`config.mk`:
```
export PLATFORM = sky130hd
export DESIGN_NAME = ram_loader
export DESIGN_NICKNAME = d
export VERILOG_FILES = /design/src/rtl/ram_loader.sv
export SDC_FILE = /design/constraint.sdc
export NUM_CORES = 1
export LEC_CHECK = 0
export ABC_AREA = 0
export CORE_UTILIZATION = 43
export CTS_BUF_LIST = sky130_fd_sc_hd__clkbuf_2
export CTS_CLUSTER_DIAMETER = 80
export DETAILED_ROUTE_END_ITERATION = 16
export HOLD_SLACK_MARGIN = 0.06
export PLACE_DENSITY = 0.75
export SLEW_MARGIN = 30
export SYNTH_ARGS = -nofsm -noshare
export SYNTH_HDL_FRONTEND = slang
export SYNTH_SLANG_ARGS = --single-unit
```
`constraint.sdc`:
```
create_clock -name i_clk -period 2.7 [get_ports i_clk]
set_input_delay 0.27 -clock i_clk [delete_from_list [all_inputs] [get_ports i_clk]]
set_output_delay 0.27 -clock i_clk [all_outputs]
set_load 0.005 [all_outputs]
```
`src/rtl/ram_loader.sv`:
```
// ram_loader: owns the write side of the system RAM port.
// After reset it fills every location with FILL. It then passes the CPU bus
// straight through. While an ioctl download is active it writes the downloaded
// bytes into RAM and holds the CPU off with RDY low.
module ram_loader #(
   parameter int                    ADDR_WIDTH = 16,
   parameter int                    DATA_WIDTH = 8,
   parameter int                    DEPTH      = 1024,
   parameter logic [DATA_WIDTH-1:0] FILL       = 8'hFF
) (
   input  logic                  i_clk,
   input  logic                  i_reset_n,
   input  logic                  i_cpu_cs,
   input  logic [ADDR_WIDTH-1:0] i_cpu_addr,
   input  logic                  i_cpu_rw,
   input  logic [DATA_WIDTH-1:0] i_cpu_dout,
   output logic                  o_cpu_rdy,
   input  logic                  i_ioctl_download,
   input  logic                  i_ioctl_wr,
   input  logic [ADDR_WIDTH-1:0] i_ioctl_addr,
   input  logic [DATA_WIDTH-1:0] i_ioctl_dout,
   output logic                  o_ioctl_wait,
   output logic                  o_ram_cs,
   output logic [ADDR_WIDTH-1:0] o_ram_addr,
   output logic                  o_ram_rw,
   output logic [DATA_WIDTH-1:0] o_ram_din,
   output logic                  o_load_done,
   output logic                  o_load_err,
   output logic [ADDR_WIDTH:0]   o_load_count
);

   typedef enum logic [1:0] {S_CLEAR, S_PASS, S_LOAD, S_DRAIN} state_t;

   localparam logic [ADDR_WIDTH:0] C_DEPTH = (ADDR_WIDTH+1)'(DEPTH);
   localparam logic [ADDR_WIDTH:0] C_ONE   = (ADDR_WIDTH+1)'(1);

   state_t                r_state,      w_state_next;
   logic [ADDR_WIDTH:0]   r_cnt,        w_cnt_next;
   logic                  r_wcs,        w_wcs_next;
   logic                  r_wrw,        w_wrw_next;
   logic [ADDR_WIDTH-1:0] r_waddr,      w_waddr_next;
   logic [DATA_WIDTH-1:0] r_wdin,       w_wdin_next;
   logic                  r_cpu_rdy,    w_cpu_rdy_next;
   logic                  r_load_done,  w_load_done_next;
   logic                  r_load_err,   w_load_err_next;
   logic [ADDR_WIDTH:0]   r_load_count, w_load_count_next;
   logic                  r_hold_full,  w_hold_full_next;
   logic [ADDR_WIDTH-1:0] r_hold_addr,  w_hold_addr_next;
   logic [DATA_WIDTH-1:0] r_hold_data,  w_hold_data_next;
   logic                  w_ioctl_wait;
   logic                  w_hold_in_range;

   assign w_hold_in_range = ({1'b0, r_hold_addr} < C_DEPTH);

   // State and datapath registers; everything returns to idle values on reset.
   always_ff @(posedge i_clk or negedge i_reset_n) begin
      if (!i_reset_n) begin
         r_state      <= S_CLEAR;
         r_cnt        <= '0;
         r_wcs        <= 1'b0;
         r_wrw        <= 1'b1;
         r_waddr      <= '0;
         r_wdin       <= '0;
         r_cpu_rdy    <= 1'b0;
         r_load_done  <= 1'b0;
         r_load_err   <= 1'b0;
         r_load_count <= '0;
         r_hold_full  <= 1'b0;
         r_hold_addr  <= '0;
         r_hold_data  <= '0;
      end else begin
         r_state      <= w_state_next;
         r_cnt        <= w_cnt_next;
         r_wcs        <= w_wcs_next;
         r_wrw        <= w_wrw_next;
         r_waddr      <= w_waddr_next;
         r_wdin       <= w_wdin_next;
         r_cpu_rdy    <= w_cpu_rdy_next;
         r_load_done  <= w_load_done_next;
         r_load_err   <= w_load_err_next;
         r_load_count <= w_load_count_next;
         r_hold_full  <= w_hold_full_next;
         r_hold_addr  <= w_hold_addr_next;
         r_hold_data  <= w_hold_data_next;
      end
   end

   // Next-state logic: clear sweep, pass-through, byte capture and write-out.
   always_comb begin
      w_state_next      = r_state;
      w_cnt_next        = r_cnt;
      w_wcs_next        = 1'b0;            // internal writes last one cycle
      w_wrw_next        = 1'b1;
      w_waddr_next      = r_waddr;
      w_wdin_next       = r_wdin;
      w_cpu_rdy_next    = r_cpu_rdy;
      w_load_done_next  = 1'b0;
      w_load_err_next   = r_load_err;
      w_load_count_next = r_load_count;
      w_hold_full_next  = r_hold_full;
      w_hold_addr_next  = r_hold_addr;
      w_hold_data_next  = r_hold_data;
      w_ioctl_wait      = 1'b0;
      case (r_state)
         S_CLEAR: begin
            // A download requested now is held off until the sweep is over.
            w_ioctl_wait = i_ioctl_download;
            if (r_cnt < C_DEPTH) begin
               w_wcs_next   = 1'b1;
               w_wrw_next   = 1'b0;
               w_waddr_next = r_cnt[ADDR_WIDTH-1:0];
               w_wdin_next  = FILL;
               w_cnt_next   = r_cnt + C_ONE;
            end else begin
               w_state_next   = S_PASS;
               w_cpu_rdy_next = 1'b1;
            end
         end
         S_PASS: begin
            // Bytes cannot be taken until LOAD is entered on the next edge.
            w_ioctl_wait   = i_ioctl_download;
            w_cpu_rdy_next = 1'b1;
            if (i_ioctl_download) begin
               w_state_next      = S_LOAD;
               w_cpu_rdy_next    = 1'b0;
               w_load_err_next   = 1'b0;
               w_load_count_next = '0;
            end
         end
         S_LOAD, S_DRAIN: begin
            w_ioctl_wait = r_hold_full;
            // A held byte is written (or dropped if out of range) this edge.
            if (r_hold_full) begin
               w_hold_full_next = 1'b0;
               if (w_hold_in_range) begin
                  w_wcs_next   = 1'b1;
                  w_wrw_next   = 1'b0;
                  w_waddr_next = r_hold_addr;
                  w_wdin_next  = r_hold_data;
                  if (r_load_count < C_DEPTH) begin
                     w_load_count_next = r_load_count + C_ONE;
                  end
               end else begin
                  w_load_err_next = 1'b1;
               end
            end
            if (r_state == S_LOAD) begin
               if (i_ioctl_wr) begin
                  if (!r_hold_full) begin
                     w_hold_full_next = 1'b1;
                     w_hold_addr_next = i_ioctl_addr;
                     w_hold_data_next = i_ioctl_dout;
                  end else begin
                     w_load_err_next = 1'b1;   // overrun: strobe ignored wait
                  end
               end
               if (!i_ioctl_download) begin
                  w_state_next = S_DRAIN;
               end
            end else if (!r_hold_full) begin
               w_state_next     = S_PASS;
               w_cpu_rdy_next   = 1'b1;
               w_load_done_next = 1'b1;
            end
         end
         default: begin
            w_state_next = S_CLEAR;
         end
      endcase
   end

   // The CPU owns the RAM port combinationally only while passing through.
   assign o_ram_cs     = (r_state == S_PASS) ? i_cpu_cs   : r_wcs;
   assign o_ram_addr   = (r_state == S_PASS) ? i_cpu_addr : r_waddr;
   assign o_ram_rw     = (r_state == S_PASS) ? i_cpu_rw   : r_wrw;
   assign o_ram_din    = (r_state == S_PASS) ? i_cpu_dout : r_wdin;

   // Wait is masked during reset so the port looks idle while held.
   assign o_ioctl_wait = i_reset_n & w_ioctl_wait;
   assign o_cpu_rdy    = r_cpu_rdy;
   assign o_load_done  = r_load_done;
   assign o_load_err   = r_load_err;
   assign o_load_count = r_load_count;

endmodule

```
* Yosys cells after proc, flatten, opt, wreduce, memory -nomap -nowiden
Cells that the tools add are included.
** Cells by class
- Add/sub/neg operators :: 2
- Order comparisons :: 3
- Eq/ne operators :: 13
- Muxes and demuxes :: 49
- Bitwise logic cells :: 2
- Reductions and logical operators :: 12
** Operators by type and width (number)
- 17-bit 2-to-1 mux :: 4
- 16-bit 2-to-1 mux :: 4
- 17-bit by 1-bit adder with 17-bit output (second input constant) :: 2
- 17-bit by 11-bit less-than comparator with 1-bit output (second input constant) :: 2
- 17-bit case mux with 2 select lines :: 1
- 8-bit 2-to-1 mux :: 4
- 16-bit case mux with 2 select lines :: 1
- 1-bit 2-to-1 mux :: 23
- 16-bit by 11-bit less-than comparator with 1-bit output (second input constant) :: 1
- 2-bit inequality test (second input constant) :: 8
- 8-bit case mux with 2 select lines :: 1
- 4-bit AND reduction :: 3
- 2-bit 2-to-1 mux :: 5
- 1-bit case mux with 2 select lines :: 4
- 3-bit inequality test (second input constant) :: 2
- 2-bit case mux with 3 select lines :: 1
- 5-bit AND reduction :: 1
- 2-bit equality test (second input constant) :: 2
- 2-bit AND reduction :: 2
- 2-bit nonzero test :: 2
- 2-bit OR reduction :: 2
- 1-bit case mux with 3 select lines :: 1
- 3-bit AND reduction :: 1
- 2-bit by 1-bit equality test with 1-bit output (second input constant) :: 1
- other kinds (3) :: 3
** Word-level totals
- Bits in registers :: 90
- Input port bits :: 54
- Output and inout bits :: 47
- Logic and storage cells :: 94

* Longest topological paths before layout
- Depth after elaboration :: 7
- Mapped depth :: 11
- Mapped depth without buffers :: 7

* Worst setup path before layout
No wires, ideal clock.
- Kind :: register to register
- From :: register r_state[0]
- To :: register r_load_count[14], in the netlist o_load_count[14]
- Setup time :: 0.134 ns
- Data arrival time :: 1.994 ns
- Required time :: 2.566 ns
- Setup slack :: 0.573 ns
- Cell stages (with the launch flop) :: 12
- Path buffers :: 4
- Clock period less this slack :: 2.127 ns
- Cell sequence :: dfrtp_1 inv_1 ha_1 clkbuf_1 or2_2 clkbuf_1 o41ai_4 buf_4 buf_4 a31oi_1 o21ai_0 o31ai_1
** Between the ends
- Longest elaborated chain between the ends :: 4
- Elaborated cells on any way between the ends :: 11
- Classes of those cells :: 7 x eq/ne; 1 x mux; 3 x reduce/logical
** RTL lines
- from (decl) :: line 37 : state_t r_state, w_state_next;
- from (signal assigned) :: line 72 : r_state <= w_state_next;
- 2-bit equality test :: line 104 : case (r_state)
- 2-bit OR reduction :: line 104
- 2-bit inequality test (no source line) / 2-bit nonzero test (equally long branches)
- 5-bit AND reduction (no source line)
- to (signal assigned) :: line 81 : r_load_count <= w_load_count_next;
- to (decl) :: line 46 : logic [ADDR_WIDTH:0] r_load_count, w_load_count_next;
Several ways; a longest one is shown, not always the timed one.
A chain may end at the register's enable or synchronous reset.

* Worst setup path in the final report
- From :: register r_state[1]
- To :: output port o_ram_din[3]
** Between the ends
- Longest elaborated chain between the ends :: 2
** RTL lines
- 2-bit by 1-bit equality test with 1-bit output :: line 176 : assign o_ram_din = (r_state == S_PASS) ? i_cpu_dout : r_wdin;
- 8-bit 2-to-1 mux :: line 176
- to (decl) :: line 26 : output logic [DATA_WIDTH-1:0] o_ram_din,
Every way passes these cells.

==> out/metrics.csv <==
metric,value,unit
status,"finished, final reports clean",
path_clk_slew,0.29,ns
num_vias,3331,
drive_above_1_share,20.1,%
cts_buffers,9,
die_w,102,um
grt_max_degree,49,
max_freq,0.381,GHz
worstPathRequired,2.43,ns
regArea,0.00226,mm2
hp-class,in2reg,
routed_via_density,5.36,
rsz0062_at_grt,no,
port_buffers,100,
diodes,0,
cts_tree,yes,
dr.pass1.iters,4,
ys_seq_area_share,52.8,%
cp-start-kind,flop,
drtAntennaViolNets,0,
clock_latency,0.57,ns
final_cells,621,
grt_antenna_before_repair,0,
clk_path_buf_depth,2,
area_growth,31.8,%
synth_edf_count,0,
syn_area_per_cell,11.2,um2
reg2regPathDepth,5,
place.gp.congestion,0.842,
cts.sinks,90,
maxCapViolCount,0,
die_h,102,um
multi_input_area,0.00192,mm2
synth_top_flop_cell,dfrtp_1,
core-area,0.00968,mm2
ys_ff_latch,90,
yosys_warnings,0,
ir_drop,0.495,mV
drv_slew,0,
wl_per_cell,15.8,um
grt-ovfl-total,0,
fin_tns_setup,0,ns
final_common_cell,clkdlybuf4s50_1,
p_leak,0.00231,uW
initial_core_util,44.1,%
synthArstFlopShare,100,%
drt_wl_total,9840,um
arrival,2.35,ns
drc,0,
clockRootBuffer,clkbuf_2,
grt_pass1_vias,3271,
grt_pass1_wl,16100,um
cts_htree_levels,3,
dp.cells,599,
synth_fp_nets,444,
drt_iter0_markers,127,
final_hold_viol_count,0,
dp_hpwl,6820,um
layout.nets,544,
worst_slew_pin_slew,0.701,ns
grt_usage,20.1,%
pin_count,101,
min_period,2.62,ns
finalSetupViolCount,0,
post-route-period-util,97.1,%
powerDensity,949,mW/mm2
slew_headroom,52.9,%
synthesis.instances,383,
worst-setup-path-type,reg2out,
synth.distinct_cells,51,
netlist_area,0.00427,mm2
die-area,0.0103,mm2
critPathMaxFanout,13,
cp-end-kind,primary output,
hold_path_depth,2,
num_rows,36,
clock_skew,0.0466,ns
mostFrequentLayoutCells,"clkdlybuf4s50_1 (99), dfrtp_1 (87), mux2_2 (50)",
fill_cells,809,
-- layer usage --
metal	vias to the layer above	share of wire, %	global-route usage [%]
met5	-	0	0
met3	9	5.9	3.80
met2	104	47	31.8
li1	1600	-	-
met1	1618	46	28.1
met4	0	1.0	5.91
-- critical path, cell delays in order, from the launching register on --
cell	delay (ns)
dfrtp_2	0.50
inv_2	0.13
ha_4	0.20
clkbuf_16	0.19
mux2_2	0.34
clkdlybuf4s50_1	0.45
-- synth_stat cells (6+ instances only) --
| cell type | count | area, um2 |
|---|---|---|
| nor2b_1 | 7 | 43.8 |
| o31ai_1 | 6 | 45.0 |
| dfrtp_1 | 89 | 2230 |
| and3_1 | 7 | 43.8 |
| mux2_2 | 50 | 563 |
| clkbuf_1 | 19 | 71.3 |
| o41ai_1 | 6 | 52.6 |
| ha_1 | 7 | 87.6 |
| nand3_1 | 8 | 40.0 |
| nand4_1 | 8 | 50.1 |
| a31oi_1 | 15 | 93.8 |
| nand2_1 | 45 | 169 |
| o21ai_0 | 17 | 85.1 |
| nor2_1 | 20 | 75.1 |
| o22a_1 | 8 | 70.1 |
| xnor2_1 | 6 | 52.6 |
| a21oi_1 | 9 | 45.0 |
-- report_power, final --
part           total, uW  switching, uW  internal [uW]
Combinational       2680           1250           1430
Clock                664            516            148
Sequential          1990            269           1720
-- registers in the layout, summed over array words and instances, names as in the netlist --
signal and flops:
o_cpu_rdy 1, o_load_count 17, o_load_done 1, o_load_err 1, r_cnt 17, r_hold_addr 16
r_hold_data 8, r_hold_full 1, r_state 2, r_waddr 16, r_wcs 1, r_wdin 8
r_wrw 1
-- layout make-up --
class	count	area share [%]
clock buffers	9	0.800
clock inverters	7	1.16
inverters	5	0.333
multi-input cells	262	34.2
flip-flops and latches	90	40.1
well taps	133	2.96
repair buffers	115	20.5
-- path summary, 6_finish.rpt --
kind	start	to	slack, ns
worst max register to register	r_hold_addr[15]	o_load_count[7]	0.30
max in group asynchronous	i_reset_n	r_cnt[9]	1.88
worst max-delay path	r_state[1]	o_ram_din[3]	0.08
min in group asynchronous	i_reset_n	r_wdin[0]	0.33
worst min register to register	r_cnt[13]	r_cnt[13]	0.41
worst min-delay path	i_ioctl_addr[0]	r_hold_addr[0]	0.29
-- kinds of logic after synthesis --
group	after synthesis	share of synthesized area, %
compound gates	78	13.2
xor+xnor	9	1.85
fa+ha+maj	7	2.05
buf+inv	31	3.13
flops	90	52.8
mux	51	13.4
simple gates	117	13.6
-- metrics by stage --
step	power (uW)	worst slack (ns)	hold WS [ns]	cell area [um2]	utilization [%]
finish	5340	0.0776	0.286	5630	58.1
global route	5730	0.00897	0.246	5630	58.1
CTS	5240	0.0162	0.265	5570	57.5
detailed placement	4520	0.355	0.369	5410	55.9
global placement	4430	0.416	0.365	5410	55.9
floorplan	3540	0.573	-0.0256	4270	-
-- what timing repair did --
action | 4_1_cts | 5_1_grt
pin swaps | 1 | 1
buffers inserted | 2 | 2
gates resized for setup | 6 | 6
hold buffers | 1 | 0
cloned | 0 | 1
hold endpoints to repair | 89 | 0
endpoints found under the setup margin | 26 | 26
Power figures use the tool's default switching activity.
